--- config.mk ---
export PLATFORM = sky130hd
export DESIGN_NAME = debouncer_bank_flat
export DESIGN_NICKNAME = d
export VERILOG_FILES = /design/src/rtl/debouncer_pkg.sv /design/src/rtl/debouncer_bank_if.sv /design/src/rtl/debouncer_channel.sv /design/src/rtl/debouncer_bank.sv /design/src/flat_wrapper.sv
export SDC_FILE = /design/constraint.sdc
export NUM_CORES = 1
export LEC_CHECK = 0
export BUFFER_PORTS_ARGS = -buffer_cell sky130_fd_sc_hd__buf_2
export CAP_MARGIN = 20
export CORE_ASPECT_RATIO = 0.6
export CORE_MARGIN = 10
export CORE_UTILIZATION = 49
export DETAILED_ROUTE_END_ITERATION = 7
export PLACE_DENSITY = 0.69
export SYNTH_ARGS = -nofsm -noshare
export SYNTH_HDL_FRONTEND = slang
export SYNTH_HIERARCHICAL = 1
export SYNTH_SLANG_ARGS = --single-unit
--- constraint.sdc ---
create_clock -name clk_i -period 3.39 [get_ports clk_i]
set_clock_uncertainty 0.15 [all_clocks]
set_input_delay 0.1695 -clock clk_i [delete_from_list [all_inputs] [get_ports clk_i]]
set_output_delay 0.1695 -clock clk_i [all_outputs]
set_load 0.005 [all_outputs]
--- src/rtl/debouncer_pkg.sv ---
// Shared debounce timing helpers: glitch window in clock cycles and the
// counter width needed to hold it. Also used by the single-key debouncer.
package debouncer_pkg;

  // Glitch window in cycles; never below one so the filter always exists.
  function automatic int glitch_cycles(input int freq_mhz, input int time_ns);
    int cyc;
    cyc = (time_ns * freq_mhz) / 1000;
    return (cyc < 1) ? 1 : cyc;
  endfunction

  function automatic int cnt_width(input int glitch_cyc);
    return $clog2(glitch_cyc + 1);
  endfunction

endpackage

--- src/rtl/debouncer_bank_if.sv ---
// Key bus between raw board inputs and the debouncer bank outputs.
// The master drives raw keys; the slave (the bank) drives the filtered view.
interface debouncer_bank_if #(
  parameter int CHANNELS = 4
);
  logic [CHANNELS-1:0] key_i;
  logic [CHANNELS-1:0] key_state_o;
  logic [CHANNELS-1:0] key_pressed_stb_o;
  logic [CHANNELS-1:0] key_released_stb_o;
  logic                any_pressed_o;

  modport master (
    output key_i,
    input  key_state_o,
    input  key_pressed_stb_o,
    input  key_released_stb_o,
    input  any_pressed_o
  );

  modport slave (
    input  key_i,
    output key_state_o,
    output key_pressed_stb_o,
    output key_released_stb_o,
    output any_pressed_o
  );
endinterface

--- src/rtl/debouncer_channel.sv ---
// One debounced key: synchroniser, consecutive-sample counter, stable level
// and registered press/release strobes. Input is polarity-normalised (1 = pressed).
module debouncer_channel
  import debouncer_pkg::*;
#(
  parameter int CLK_FREQ_MHZ   = 100,
  parameter int GLITCH_TIME_NS = 100,
  parameter int SYNC_STAGES    = 2
) (
  input  logic clk_i,
  input  logic rst_i,
  input  logic key_i,
  output logic key_state_o,
  output logic key_pressed_stb_o,
  output logic key_released_stb_o
);

  localparam int GLITCH_CYC = glitch_cycles(CLK_FREQ_MHZ, GLITCH_TIME_NS);
  localparam int CNT_W      = cnt_width(GLITCH_CYC);
  localparam logic [CNT_W-1:0] CNT_LAST = CNT_W'(GLITCH_CYC - 1);

  logic [SYNC_STAGES-1:0] r_sync;
  logic [CNT_W-1:0]       r_cnt;
  logic                   r_stable;
  logic                   r_press_stb;
  logic                   r_release_stb;
  logic                   w_key_sync;

  // NOTE: the synchroniser is reset to "released" so a key held idle through
  // reset release never looks like a change; flops use <= so every stage
  // samples the pre-edge value of the one before it.
  always_ff @(posedge clk_i or posedge rst_i) begin
    if (rst_i) begin
      r_sync <= '0;
    end else begin
      r_sync <= {r_sync[SYNC_STAGES-2:0], key_i};
    end
  end

  assign w_key_sync = r_sync[SYNC_STAGES-1];

  // A change is accepted only after GLITCH_CYC consecutive differing samples.
  always_ff @(posedge clk_i or posedge rst_i) begin
    if (rst_i) begin
      r_cnt         <= '0;
      r_stable      <= 1'b0;
      r_press_stb   <= 1'b0;
      r_release_stb <= 1'b0;
    end else begin
      r_press_stb   <= 1'b0;
      r_release_stb <= 1'b0;
      if (w_key_sync == r_stable) begin
        r_cnt <= '0;
      end else if (r_cnt == CNT_LAST) begin
        r_cnt         <= '0;
        r_stable      <= w_key_sync;
        r_press_stb   <= w_key_sync;
        r_release_stb <= ~w_key_sync;
      end else begin
        r_cnt <= r_cnt + 1'b1;
      end
    end
  end

  assign key_state_o        = r_stable;
  assign key_pressed_stb_o  = r_press_stb;
  assign key_released_stb_o = r_release_stb;

endmodule

--- src/rtl/debouncer_bank.sv ---
// Bank of independent key debouncers: normalises key polarity, filters each
// channel and reports whether any key is currently held.
module debouncer_bank
  import debouncer_pkg::*;
#(
  parameter int   CHANNELS       = 4,
  parameter int   CLK_FREQ_MHZ   = 100,
  parameter int   GLITCH_TIME_NS = 100,
  parameter logic KEY_ACTIVE     = 1'b1,
  parameter int   SYNC_STAGES    = 2
) (
  input  logic             clk_i,
  input  logic             rst_i,
  debouncer_bank_if.slave  bus
);

  logic [CHANNELS-1:0] w_key_norm;

  // Pull-up buttons read 0 when pressed; flip them so 1 always means pressed.
  assign w_key_norm = bus.key_i ^ {CHANNELS{~KEY_ACTIVE}};

  for (genvar g = 0; g < CHANNELS; g++) begin : g_ch
    debouncer_channel #(
      .CLK_FREQ_MHZ  (CLK_FREQ_MHZ),
      .GLITCH_TIME_NS(GLITCH_TIME_NS),
      .SYNC_STAGES   (SYNC_STAGES)
    ) u_channel (
      .clk_i             (clk_i),
      .rst_i             (rst_i),
      .key_i             (w_key_norm[g]),
      .key_state_o       (bus.key_state_o[g]),
      .key_pressed_stb_o (bus.key_pressed_stb_o[g]),
      .key_released_stb_o(bus.key_released_stb_o[g])
    );
  end

  assign bus.any_pressed_o = |bus.key_state_o;

endmodule

--- src/flat_wrapper.sv ---
// flat-port wrapper written by rule: the top's interface ports become plain ports
module debouncer_bank_flat import debouncer_pkg::*;
#(
  parameter int   CHANNELS       = 4,
  parameter int   CLK_FREQ_MHZ   = 100,
  parameter int   GLITCH_TIME_NS = 100,
  parameter logic KEY_ACTIVE     = 1'b1,
  parameter int   SYNC_STAGES    = 2
)
  (clk_i, rst_i, bus_key_i, bus_key_state_o, bus_key_pressed_stb_o, bus_key_released_stb_o, bus_any_pressed_o);
  debouncer_bank_if #(.CHANNELS(CHANNELS)) bus_i ();
  input  logic clk_i;
  input  logic rst_i;
  input wire logic [$bits(bus_i.key_i)-1:0] bus_key_i;
  output wire logic [$bits(bus_i.key_state_o)-1:0] bus_key_state_o;
  output wire logic [$bits(bus_i.key_pressed_stb_o)-1:0] bus_key_pressed_stb_o;
  output wire logic [$bits(bus_i.key_released_stb_o)-1:0] bus_key_released_stb_o;
  output wire logic [$bits(bus_i.any_pressed_o)-1:0] bus_any_pressed_o;
  assign bus_i.key_i = bus_key_i;
  assign bus_key_state_o = bus_i.key_state_o;
  assign bus_key_pressed_stb_o = bus_i.key_pressed_stb_o;
  assign bus_key_released_stb_o = bus_i.key_released_stb_o;
  assign bus_any_pressed_o = bus_i.any_pressed_o;
  debouncer_bank #(.CHANNELS(CHANNELS), .CLK_FREQ_MHZ(CLK_FREQ_MHZ), .GLITCH_TIME_NS(GLITCH_TIME_NS), .KEY_ACTIVE(KEY_ACTIVE), .SYNC_STAGES(SYNC_STAGES)) u_core (.clk_i(clk_i), .rst_i(rst_i), .bus(bus_i));
endmodule
==> impl_metrics.prom <==
# TYPE chip_impl_metric gauge
chip_impl_metric{name="met2_layer_wire_length_in_the_routed_design",unit="um"} 1260
chip_impl_metric{name="fillerInstances",unit=""} 227
chip_impl_metric{name="synthToLayoutAreaGrowth",unit="%"} 21.1
chip_impl_metric{name="routed-wl-met3",unit="um"} 171
chip_impl_metric{name="critPathArrivalTime",unit="ps"} 1380
chip_impl_metric{name="grt_pass1_vias",unit=""} 990
chip_impl_metric{name="asyncSetResetFlopFracSynth",unit=""} 1.00
chip_impl_metric{name="antennaDiodeCount",unit=""} 0
chip_impl_info{name="timing.critical_path.cells",value="or4_1 > buf_2"} 1
chip_impl_metric{name="grt-ovfl-total",unit=""} 0
chip_impl_info{name="clk_root_buffer_cell",value="sky130_fd_sc_hd__clkbuf_8"} 1
chip_impl_metric{name="ctsLongestPathBuffers",unit=""} 2
chip_impl_metric{name="flops_latches_synth",unit=""} 36
chip_impl_metric{name="synth_cell_type_count",unit=""} 18
chip_impl_metric{name="syn-num-nets",unit=""} 123
chip_impl_metric{name="worstPathRequired",unit="ps"} 3070
chip_impl_metric{name="power_density",unit="nW/um^2"} 532
chip_impl_metric{name="syn_inst",unit=""} 117
chip_impl_metric{name="routed_via_density",unit=""} 4.93
chip_impl_metric{name="floorplan.die.height",unit="um"} 62.0
chip_impl_metric{name="cts_inserted_buffers",unit=""} 5
chip_impl_metric{name="nets",unit=""} 153
chip_impl_metric{name="fp.dieArea",unit="um^2"} 5580
chip_impl_metric{name="drive_above_1_share",unit=""} 0.311
chip_impl_metric{name="final-hold-violation-count",unit=""} 0
chip_impl_info{name="yosysTopAreaCell",value="sky130_fd_sc_hd__dfrtp_1"} 1
chip_impl_metric{name="clock_sinks",unit=""} 36
chip_impl_metric{name="critical-path-max-stage-delay",unit="ps"} 520
chip_impl_metric{name="routed_wl",unit="um"} 2710
chip_impl_metric{name="placementRows",unit=""} 15
chip_impl_metric{name="mappedNetlistArea",unit="um^2"} 1440
chip_impl_info{name="critical-path-top-delay-family",value="simple AND/OR/NAND/NOR gates"} 1
chip_impl_metric{name="drt-pass1-iter-count",unit=""} 4
chip_impl_metric{name="netlist.area_leader.share",unit=""} 0.626
chip_impl_metric{name="cts_repair_resize_count",unit=""} 0
chip_impl_metric{name="multiInputGateArea",unit="um^2"} 508
chip_impl_metric{name="gr-usage-all-layers",unit=""} 0.112
chip_impl_metric{name="tightestPinTransition",unit="ps"} 431
chip_impl_metric{name="synthesis.area_per_instance",unit="um^2"} 12.3
chip_impl_info{name="critical_path_cell_with_the_highest_stage_delay",value="sky130_fd_sc_hd__or4_1"} 1
chip_impl_metric{name="critPathBufInv",unit=""} 1
chip_impl_metric{name="post-dp-hpwl",unit="um"} 1980
chip_impl_metric{name="design.portCount",unit=""} 19
chip_impl_metric{name="detail_route.iter0.violations",unit=""} 70
chip_impl_metric{name="fin_tns_setup",unit="ps"} 0
chip_impl_info{name="setup_repair_after_global_routing_missed_its_margin",value="false"} 1
chip_impl_metric{name="global_route_wire_length_before_repair",unit="um"} 4820
chip_impl_metric{name="synth.yosys.seq_area_share",unit=""} 0.626
chip_impl_metric{name="final-max-slew-violation-count",unit=""} 0
chip_impl_metric{name="post_drt_wl_per_cell",unit="um"} 14.2
chip_impl_metric{name="worstPathMaxFanout",unit=""} 6
chip_impl_metric{name="place_congestion",unit=""} 0.768
chip_impl_metric{name="worstSkewPairLatency",unit="ps"} 280
chip_impl_metric{name="power.leakage",unit="nW"} 0.849
chip_impl_info{name="crit_type",value="reg2out"} 1
chip_impl_info{name="tritoncts",value="yes"} 1
chip_impl_info{name="yosys-top-cells-area",value="sky130_fd_sc_hd__dfrtp_1 (63%), sky130_fd_sc_hd__mux2_4 (4.2%), sky130_fd_sc_hd__nor3b_1 (4.2%)"} 1
chip_impl_metric{name="synth-edff-count",unit=""} 0
chip_impl_metric{name="placement.io_buffers",unit=""} 18
chip_impl_metric{name="path_clk_slew",unit="ps"} 70
chip_impl_metric{name="sequential_cell_area",unit="um^2"} 901
chip_impl_metric{name="htreeDepth",unit=""} 2
chip_impl_info{name="status",value="finished, final reports clean"} 1
chip_impl_metric{name="maximum_number_of_pins_on_one_net_before_global_route_repair",unit=""} 13
chip_impl_metric{name="finalSetupViolCount",unit=""} 0
chip_impl_metric{name="max_clock_freq",unit="MHz"} 588
chip_impl_metric{name="ir_drop",unit="mV"} 0.329
chip_impl_info{name="route.top_layer_used",value="met4"} 1
chip_impl_metric{name="ys_warn_count",unit=""} 6
chip_impl_metric{name="finalCritPeriodShare",unit=""} 0.502
chip_impl_metric{name="cap_viol_max_count",unit=""} 0
chip_impl_metric{name="die_w",unit="um"} 90.0
chip_impl_info{name="timing.hold.worst.class",value="reg2reg"} 1
chip_impl_metric{name="drtAntennaViolNets",unit=""} 0
chip_impl_metric{name="floorplan_core_area",unit="um^2"} 2830
chip_impl_metric{name="slew_headroom",unit=""} 0.711
chip_impl_info{name="post_synth_most_frequent_cells",value="sky130_fd_sc_hd__dfrtp_1 (36), sky130_fd_sc_hd__nand2_1 (8), sky130_fd_sc_hd__nor2_1 (8), sky130_fd_sc_hd__nor3b_1 (8), sky130_fd_sc_hd__o21ai_0 (8)"} 1
chip_impl_info{name="startpoint_type",value="flop"} 1
chip_impl_metric{name="via_count",unit=""} 936
chip_impl_info{name="yosysMostFrequentCell",value="sky130_fd_sc_hd__dfrtp_1"} 1
chip_impl_metric{name="timing.final.crit_period",unit="ps"} 1700
chip_impl_metric{name="hold_slack",unit="ps"} 197
chip_impl_metric{name="antenna_found_initial",unit=""} 0
chip_impl_metric{name="drcViolationCount",unit=""} 0
chip_impl_metric{name="met1_length",unit="um"} 1240
chip_impl_info{name="synthFlopType",value="sky130_fd_sc_hd__dfrtp_1"} 1
chip_impl_metric{name="effective_utilization_at_floorplan",unit=""} 0.508
chip_impl_info{name="critPathCaptureType",value="output pin"} 1
-- worst register-to-register path, delay by kind of cell (launching register included) --
kind | cells | cell delay, ps
DFF | 1 | 420
muxes | 1 | 340
and+or+nand+nor | 2 | 340
-- per-layer routing --
metal  track usage  up-vias
li1              -      451
met1         0.130      461
met2         0.179       20
met3        0.0480        4
met4        0.0563        0
met5             0        -
-- cell families (layout without fill, tap and decap cells) --
| kind of cell | count (synthesis) | after routing | synth area share |
|---|---|---|---|
| simple gates | 45 | 45 | 0.197 |
| flops | 36 | 36 | 0.626 |
| compound gates | 16 | 16 | 0.0661 |
| mux | 4 | 4 | 0.0417 |
| xor+xnor | 8 | 8 | 0.0487 |
| buf+inv | 8 | 39 | 0.0209 |
-- worst paths after layout --
check	from	endpoint	slack (ps)	cells after the start
setup / recovery	u_core/g_ch[1].u_channel/key_state_o	bus_any_pressed_o	1690	2
hold / removal	u_core/g_ch[3].u_channel/r_sync[0]	u_core/g_ch[3].u_channel/r_sync[1]	200	0
setup reg to reg	u_core/g_ch[0].u_channel/r_cnt[2]	u_core/g_ch[0].u_channel/key_state_o	2040	3
hold reg to reg	u_core/g_ch[3].u_channel/r_sync[0]	u_core/g_ch[3].u_channel/r_sync[1]	200	0
max in group asynchronous	rst_i	u_core/g_ch[0].u_channel/r_cnt[1]	2560	3
min in group asynchronous	rst_i	u_core/g_ch[1].u_channel/key_state_o	270	3
-- power by group --
group	switching [mW]	internal, mW
registers	0.0309	0.454
logic	0.0392	0.0377
clock network	0.148	0.217
-- through the flow --
step,util,instance area (um^2),std cells,setup slack [ps],power (mW)
3_3_place_gp,0.558,1580,177,2000,0.558
3_5_place_dp,0.558,1580,177,1980,0.565
4_1_cts,0.615,1740,190,1670,0.940
5_1_grt,0.615,1740,190,1600,0.976
2_1_floorplan,-,1440,117,2120,0.540
6_report,0.615,1740,190,1690,0.927
-- cells in the final DEF, fill, tap and decap left out --
| cell type | n |
|---|---|
| sky130_fd_sc_hd__o21ai_0 | 8 |
| sky130_fd_sc_hd__xnor2_1 | 4 |
| sky130_fd_sc_hd__and3b_2 | 4 |
| sky130_fd_sc_hd__clkinv_2 | 1 |
| sky130_fd_sc_hd__dfrtp_1 | 36 |
| sky130_fd_sc_hd__bufinv_16 | 1 |
| sky130_fd_sc_hd__a21oi_2 | 4 |
| sky130_fd_sc_hd__clkinvlp_4 | 1 |
| sky130_fd_sc_hd__nand3b_1 | 4 |
| sky130_fd_sc_hd__inv_1 | 4 |
| sky130_fd_sc_hd__a21oi_1 | 4 |
| sky130_fd_sc_hd__or3_1 | 4 |
| sky130_fd_sc_hd__or4_1 | 1 |
| sky130_fd_sc_hd__nand2_1 | 8 |
| sky130_fd_sc_hd__inv_2 | 4 |
| sky130_fd_sc_hd__nor2b_2 | 4 |
| sky130_fd_sc_hd__xor2_1 | 4 |
| sky130_fd_sc_hd__dlygate4sd3_1 | 5 |
| sky130_fd_sc_hd__nor2b_1 | 4 |
| sky130_fd_sc_hd__nor3b_1 | 8 |
| sky130_fd_sc_hd__buf_2 | 18 |
| sky130_fd_sc_hd__mux2_4 | 4 |
| sky130_fd_sc_hd__clkbuf_8 | 5 |
| sky130_fd_sc_hd__nor2_1 | 8 |
-- area by class of cell --
cell class | instances | area share
inverters | 8 | 0.0172
repair buffers | 23 | 0.0804
clock inverters | 3 | 0.0244
well taps | 42 | 0.0302
flip-flops and latches | 36 | 0.517
multi-input cells | 73 | 0.291
clock buffers | 5 | 0.0395
-- state kept, by name (all words and copies together) (netlist names) --
| signal | count |
|---|---|
| u_core/g_ch.u_channel/key_state_o | 4 |
| u_core/g_ch.u_channel/key_released_stb_o | 4 |
| u_core/g_ch.u_channel/r_sync | 8 |
| u_core/g_ch.u_channel/key_pressed_stb_o | 4 |
| u_core/g_ch.u_channel/r_cnt | 16 |
-- repair_timing --
action                    in CTS  in global routing
hold buffers                   5                  0
setup buffers                  0                  0
hold endpoints to repair      40                  0
(Power assumes the default switching activity.)
